[src/rtl/btn_conditioner.sv]
// Push-button conditioner: per-button 2-flop synchroniser, counter-based debouncer,
// single-cycle press/release pulses and long-press detection with optional auto-repeat.
//
// Ports:
//   clk_i          board clock, all logic on the rising edge
//   rst_ni         asynchronous active-low reset
//   btn_raw_i      raw asynchronous button levels, active high
//   btn_level_o    debounced button level
//   btn_press_o    1-cycle pulse on accepted press and on each auto-repeat
//   btn_release_o  1-cycle pulse on accepted release
//   btn_long_o     high while the button is in long-press
module btn_conditioner #(
  parameter int unsigned N               = 5,
  parameter int unsigned DEBOUNCE_CYCLES = 1000000,
  parameter int unsigned HOLD_CYCLES     = 50000000,
  parameter int unsigned REPEAT_CYCLES   = 10000000,
  parameter bit          REPEAT_EN       = 1'b1
) (
  input  logic         clk_i,
  input  logic         rst_ni,
  input  logic [N-1:0] btn_raw_i,
  output logic [N-1:0] btn_level_o,
  output logic [N-1:0] btn_press_o,
  output logic [N-1:0] btn_release_o,
  output logic [N-1:0] btn_long_o
);

  localparam int unsigned MaxDh     = (DEBOUNCE_CYCLES > HOLD_CYCLES) ? DEBOUNCE_CYCLES
                                                                      : HOLD_CYCLES;
  localparam int unsigned MaxCycles = (MaxDh > REPEAT_CYCLES) ? MaxDh : REPEAT_CYCLES;
  localparam int unsigned CntW      = (MaxCycles > 2) ? $clog2(MaxCycles) : 1;

  // Terminal counts: each counting state compares before incrementing, so the
  // counter only ever needs to reach <param>-1 and never wraps.
  localparam logic [CntW-1:0] DebLast  = CntW'(DEBOUNCE_CYCLES - 1);
  localparam logic [CntW-1:0] HoldLast = CntW'(HOLD_CYCLES - 1);
  localparam logic [CntW-1:0] RepLast  = CntW'(REPEAT_CYCLES - 1);

  typedef enum logic [2:0] {
    StIdle,
    StArm,
    StPressed,
    StHeld,
    StDisarm
  } state_e;

  logic [N-1:0] sync1_q, sync2_q;

  always_ff @(posedge clk_i or negedge rst_ni) begin
    if (!rst_ni) begin
      sync1_q <= '0;
      sync2_q <= '0;
    end else begin
      sync1_q <= btn_raw_i;
      sync2_q <= sync1_q;
    end
  end

  for (genvar i = 0; i < N; i++) begin : g_btn
    state_e          state_q, state_d;
    logic [CntW-1:0] cnt_q, cnt_d;
    logic            level_q, level_d;
    logic            press_q, press_d;
    logic            release_q, release_d;
    logic            long_q, long_d;
    logic            s;

    assign s = sync2_q[i];

    always_comb begin
      state_d   = state_q;
      cnt_d     = cnt_q;
      level_d   = level_q;
      long_d    = long_q;
      press_d   = 1'b0;
      release_d = 1'b0;
      case (state_q)
        StIdle: begin
          if (s) begin
            state_d = StArm;
            cnt_d   = '0;
          end
        end
        StArm: begin
          if (!s) begin
            state_d = StIdle;
            cnt_d   = '0;
          end else if (cnt_q == DebLast) begin
            state_d = StPressed;
            cnt_d   = '0;
            level_d = 1'b1;
            press_d = 1'b1;
          end else begin
            cnt_d = cnt_q + CntW'(1);
          end
        end
        StPressed: begin
          if (!s) begin
            state_d = StDisarm;
            cnt_d   = '0;
          end else if (cnt_q == HoldLast) begin
            state_d = StHeld;
            cnt_d   = '0;
            long_d  = 1'b1;
            press_d = REPEAT_EN;
          end else begin
            cnt_d = cnt_q + CntW'(1);
          end
        end
        StHeld: begin
          if (!s) begin
            state_d = StDisarm;
            cnt_d   = '0;
          end else if (cnt_q == RepLast) begin
            cnt_d   = '0;
            press_d = REPEAT_EN;
          end else begin
            cnt_d = cnt_q + CntW'(1);
          end
        end
        StDisarm: begin
          // Level stays 1 here; a bounce back restarts the hold/repeat timer.
          if (s) begin
            state_d = long_q ? StHeld : StPressed;
            cnt_d   = '0;
          end else if (cnt_q == DebLast) begin
            state_d   = StIdle;
            cnt_d     = '0;
            level_d   = 1'b0;
            long_d    = 1'b0;
            release_d = 1'b1;
          end else begin
            cnt_d = cnt_q + CntW'(1);
          end
        end
        default: begin
          state_d = StIdle;
          cnt_d   = '0;
        end
      endcase
    end

    always_ff @(posedge clk_i or negedge rst_ni) begin
      if (!rst_ni) begin
        state_q   <= StIdle;
        cnt_q     <= '0;
        level_q   <= 1'b0;
        press_q   <= 1'b0;
        release_q <= 1'b0;
        long_q    <= 1'b0;
      end else begin
        state_q   <= state_d;
        cnt_q     <= cnt_d;
        level_q   <= level_d;
        press_q   <= press_d;
        release_q <= release_d;
        long_q    <= long_d;
      end
    end

    assign btn_level_o[i]   = level_q;
    assign btn_press_o[i]   = press_q;
    assign btn_release_o[i] = release_q;
    assign btn_long_o[i]    = long_q;
  end

endmodule

[config.mk]
export PLATFORM = sky130hd
export DESIGN_NAME = btn_conditioner
export DESIGN_NICKNAME = d
export VERILOG_FILES = /design/src/rtl/btn_conditioner.sv
export SDC_FILE = /design/constraint.sdc
export NUM_CORES = 1
export LEC_CHECK = 0
export CAP_MARGIN = 10
export CORE_ASPECT_RATIO = 2
export CORE_MARGIN = 5
export CORE_UTILIZATION = 55
export DETAILED_ROUTE_END_ITERATION = 16
export PLACE_DENSITY = 0.78
export SLEW_MARGIN = 20
export SYNTH_ARGS = -nofsm -noshare
export SYNTH_HDL_FRONTEND = slang
export SYNTH_SLANG_ARGS = --single-unit
export TNS_END_PERCENT = 30
[constraint.sdc]
create_clock -name clk_i -period 2.35 [get_ports clk_i]
set_input_delay 0.47 -clock clk_i [delete_from_list [all_inputs] [get_ports clk_i]]
set_output_delay 0.47 -clock clk_i [all_outputs]
set_load 0.01 [all_outputs]
==> results by group <==
Place
  • Buffers added on ports: 26
  • RD Place Congestion: 1.01
  • Post-DP HPWL: 21.0 mm
  • Placed Area: 0.0117 mm^2

Clock tree
  • Clock buffer count from CTS: 17
  • Root Buffer Master: sky130_fd_sc_hd__clkbuf_16
  • Insertion delay of the later-clocked pin in the worst-skew pair: 450 ps
  • CTS H-tree lvls: 4
  • CTS tree: built
  • Hold-fix buffers at CTS: 0
  • Clk buf depth: 2
  • TritonCTS Sinks: 175
  • Clock slew seen by the registers of the worst setup and hold paths: 70 ps

Floorplanning
  • X dimension of the die: 106 um
  • Floorplan die height: 202 um
  • Initial Utilization: 0.557
  • Area enclosed by the die boundary: 0.0214 mm^2
  • Top-Level Pins: 27
  • Area of the core region: 0.0182 mm^2
  • Core Rows: 70

Logic synthesis
  • Synth Area per Inst: 8.69 um^2
  • Post-Synth XOR/XNOR Area: 0.000863
  • Fraction of post-synthesis cell area in the top cell type by area: 0.432
  • Largest family of logic cells by synthesized area: simple AND/OR/NAND/NOR gates
  • Synth cell types: 77
  • FF+latch count, synth: 175
  • Proportion of synthesized chip area in sequential cells: 0.432
  • Number of standard cells after synthesis: 1,167
  • Share of synthesized cell area in and, or, nand and nor gates: 0.293
  • Adder-cell share of the synthesized area: 0.00617
  • Dominant synthesized flop cell: sky130_fd_sc_hd__dfrtp_1
  • Cell type contributing the most total cell area after synthesis: sky130_fd_sc_hd__dfrtp_1
  • Asr flop ratio synth: 1.00
  • Compound-Gate Fraction of Synth Area: 0.204
  • Mapped Nets: 1,179
  • Cell Area, Synth: 0.0101 mm^2
  • Portion of netlist area occupied by mux cells: 0.00592
  • Post-synth EDFFs: 0
  • Largest cells by area after synthesis: sky130_fd_sc_hd__dfrtp_1 (43%), sky130_fd_sc_hd__nand2_1 (4.3%), sky130_fd_sc_hd__a21oi_1 (4.2%)
  • Number of synthesis warnings: 0

GRT
  • First-pass GRT wire length: 49.1 mm
  • Global-route usage over all layers: 0.280
  • Vias in the first global route: 10,400
  • Largest net degree at the start of global routing: 60
  • Total global routing overflow: 0
  • Number of antenna violations at the first check in global routing: 0

Timing
  • Post-Route Hold Slack: -0.786 ps
  • Period utilisation layout: 1.07
  • Final setup skew: 11.6 ps
  • Maximum operating frequency: 0.396 GHz
  • Max-slew violation count: 0
  • Worst slew margin relative to its limit: 0.461
  • Time the final worst path needs with I/O delays and setup: 2520 ps
  • Final hold violation count: 1
  • Worst setup margin: -175 ps
  • Final setup viols: 62
  • Slew at the pin closest to its max-slew limit: 809 ps
  • Setup repair after global routing missed its margin: yes

Setup path
  • Count of cells along the worst register-to-register path: 10
  • Req. time, crit path: 2670 ps
  • Most frequent cell on the critical path: sky130_fd_sc_hd__buf_4
  • Endpoint kind of the worst setup timing path: flip-flop
  • Cells traversed along the worst timing path: or4_4 > buf_4 > nor4_2 > a311oi_2 > nor3_2 > buf_4 > nand3_2 > buf_6 > o311ai_0 > nand2_1
  • CP Class: flip-flop to flip-flop
  • Delay-heaviest family, CP: simple AND/OR/NAND/NOR gates
  • Largest driver fanout on the critical path: 10
  • Reg2Reg Capture Point: g_btn[4].cnt_q[17]
  • Worst reg2reg startpoint: g_btn[4].cnt_q[22]
  • Reg2reg setup slack: -170 ps
  • Buffering stage count on the worst path with inverters included: 3
  • Crit-path max cell delay: 530 ps
  • Arrival @ worst endpoint: 2840 ps
  • Max stage delay cell, worst path: sky130_fd_sc_hd__or4_4
  • Type of element launching the critical path: flip-flop

Cells and area
  • Antenna fix cells: 0
  • Share of final-layout standard cells stronger than drive strength 1: 0.239
  • Leading cell types in the layout, fill and taps excluded: sky130_fd_sc_hd__dfrtp_1 (173), sky130_fd_sc_hd__buf_4 (173), sky130_fd_sc_hd__nand2_1 (113), sky130_fd_sc_hd__nor2_1 (89), sky130_fd_sc_hd__nand3_1 (79)
  • Synth-to-Final Area Change: 27.1%
  • Final Cell Area: 0.0129 mm^2
  • Utilization after layout: 0.708
  • Final net count: 1,338

Power and ir drop
  • Power density relative to cell area: 530 mW/mm^2
  • IR Drop Worst-Case VDD: 409 uV
  • Net switching fraction of the power: 0.259
  • Cell-internal power: 5070 uW
  • Clk pwr share: 0.426
  • LEAKAGE: 0.00555 uW
  • Power, Total: 6840 uW
  • Switching Power: 1770 uW
  • Sequential cell fraction of total power: 0.468
  • Relative contribution of combinational cells to total power: 0.106

Route
  • Total Wirelength: 30.2 mm
  • Number of DRC violations after detailed routing: 0
  • Count of antenna-violating nets left after detailed routing: 0
  • Drt initial violations: 594
  • Routed length per instance: 19.4 um
  • Routed vias: 10,300
  • First-pass detailed-route iteration total: 5
  • Avg Vias per Cell: 6.60

Outcome
  • Result of the run: finished with violations
  • Violated checks: hold timing, setup timing

Run
  • Total of max-cap violations: 0

Hold path
  • Type of the most critical hold path: primary input to asynchronous set/reset pin
## per-stage QoR
step | TNS, ps | hold WS (ps) | cells | setup WS, ps
floorplan | -2160 | 174 | 1167 | -101
global placement | -1440 | 334 | 1502 | -110
detailed placement | -5330 | 338 | 1502 | -238
CTS | -1760 | 33.0 | 1543 | -104
global route | -12360 | 46.3 | 1554 | -252
finish | -4310 | -0.786 | 1554 | -175
## how the worst max path moves through the flow
stage	start	depth (start not counted)	to
6_report	g_btn[4].cnt_q[22]	10	g_btn[4].cnt_q[17]
5_1_grt	g_btn[4].cnt_q[22]	10	g_btn[4].cnt_q[17]
4_1_cts	g_btn[4].cnt_q[24]	8	g_btn[4].cnt_q[5]
3_5_place_dp	g_btn[4].cnt_q[22]	10	g_btn[4].cnt_q[17]
3_3_place_gp	g_btn[4].cnt_q[22]	8	g_btn[4].cnt_q[3]
2_1_floorplan	g_btn[4].cnt_q[22]	9	g_btn[4].cnt_q[11]
## sequential cells by signal (all words and copies together) (netlist names)
register,cells
g_btn.state_q,15
g_btn.press_q,5
g_btn.long_q,5
g_btn.level_q,5
g_btn.cnt_q,130
g_btn.release_q,5
sync1_q,5
sync2_q,5
## routing by layer
metal	wire (um)	part of all wire	global-route usage	vias up
met5	0	0	0	-
met4	1740	0.058	0.167	0
met3	1150	0.038	0.0403	149
met2	17000	0.56	0.532	392
met1	10400	0.34	0.281	5021
li1	-	-	-	4690
## power groups by stage
| stage | sequential (uW) | clock, uW | combinational (uW) |
|---|---|---|---|
| after floorplan | 3230 | 0 | 357 |
| after global placement | 3250 | 0 | 609 |
| after detailed placement | 3260 | 0 | 631 |
| after CTS | 3200 | 2950 | 664 |
| after global routing | 3210 | 3080 | 793 |
| final | 3200 | 2910 | 725 |
## synth_stat cells (12+ instances only)
cell / n
sky130_fd_sc_hd__a41oi_1: 13
sky130_fd_sc_hd__nand2b_1: 12
sky130_fd_sc_hd__nand2_1: 116
sky130_fd_sc_hd__nand3_1: 83
sky130_fd_sc_hd__o211ai_1: 16
sky130_fd_sc_hd__a21o_1: 20
sky130_fd_sc_hd__nor3b_1: 17
sky130_fd_sc_hd__and3_1: 39
sky130_fd_sc_hd__o21ai_0: 52
sky130_fd_sc_hd__o31ai_1: 18
sky130_fd_sc_hd__nor4_1: 31
sky130_fd_sc_hd__nor3_1: 25
sky130_fd_sc_hd__a31oi_1: 64
sky130_fd_sc_hd__dfrtp_1: 175
sky130_fd_sc_hd__or4_1: 12
sky130_fd_sc_hd__nor2_1: 92
sky130_fd_sc_hd__buf_4: 22
sky130_fd_sc_hd__clkbuf_1: 46
sky130_fd_sc_hd__a21oi_1: 85
sky130_fd_sc_hd__inv_1: 32
sky130_fd_sc_hd__nand4_1: 27
## area by class of cell
type	instances	area [um^2]
fill	1309	5320
multi-input combinational	875	5580
timing repair buffer	225	1950
sequential	175	4380
clock buffer	20	467
inverter	32	120
tap	216	270
clock inverter	11	133
## logic make-up (layout without fill, tap and decap cells)
| group | Yosys count | in the layout |
|---|---|---|
| AND/OR/NAND/NOR | 542 | 543 |
| AO/OA/AOI/OAI | 320 | 320 |
| flip-flops | 175 | 175 |
| buffers and inverters | 118 | 288 |
| multiplexers | 6 | 6 |
| adder cells (fa/ha/maj) | 5 | 5 |
| XOR/XNOR | 1 | 1 |
## timing repair
item | 4_1_cts | 5_1_grt
cloned | 1 | 4
pin swaps | 19 | 34
setup endpoints to repair | 84 | 107
gates resized for setup | 39 | 66
setup buffers | 9 | 7
Note: power is estimated with default switching activity, not from simulation.
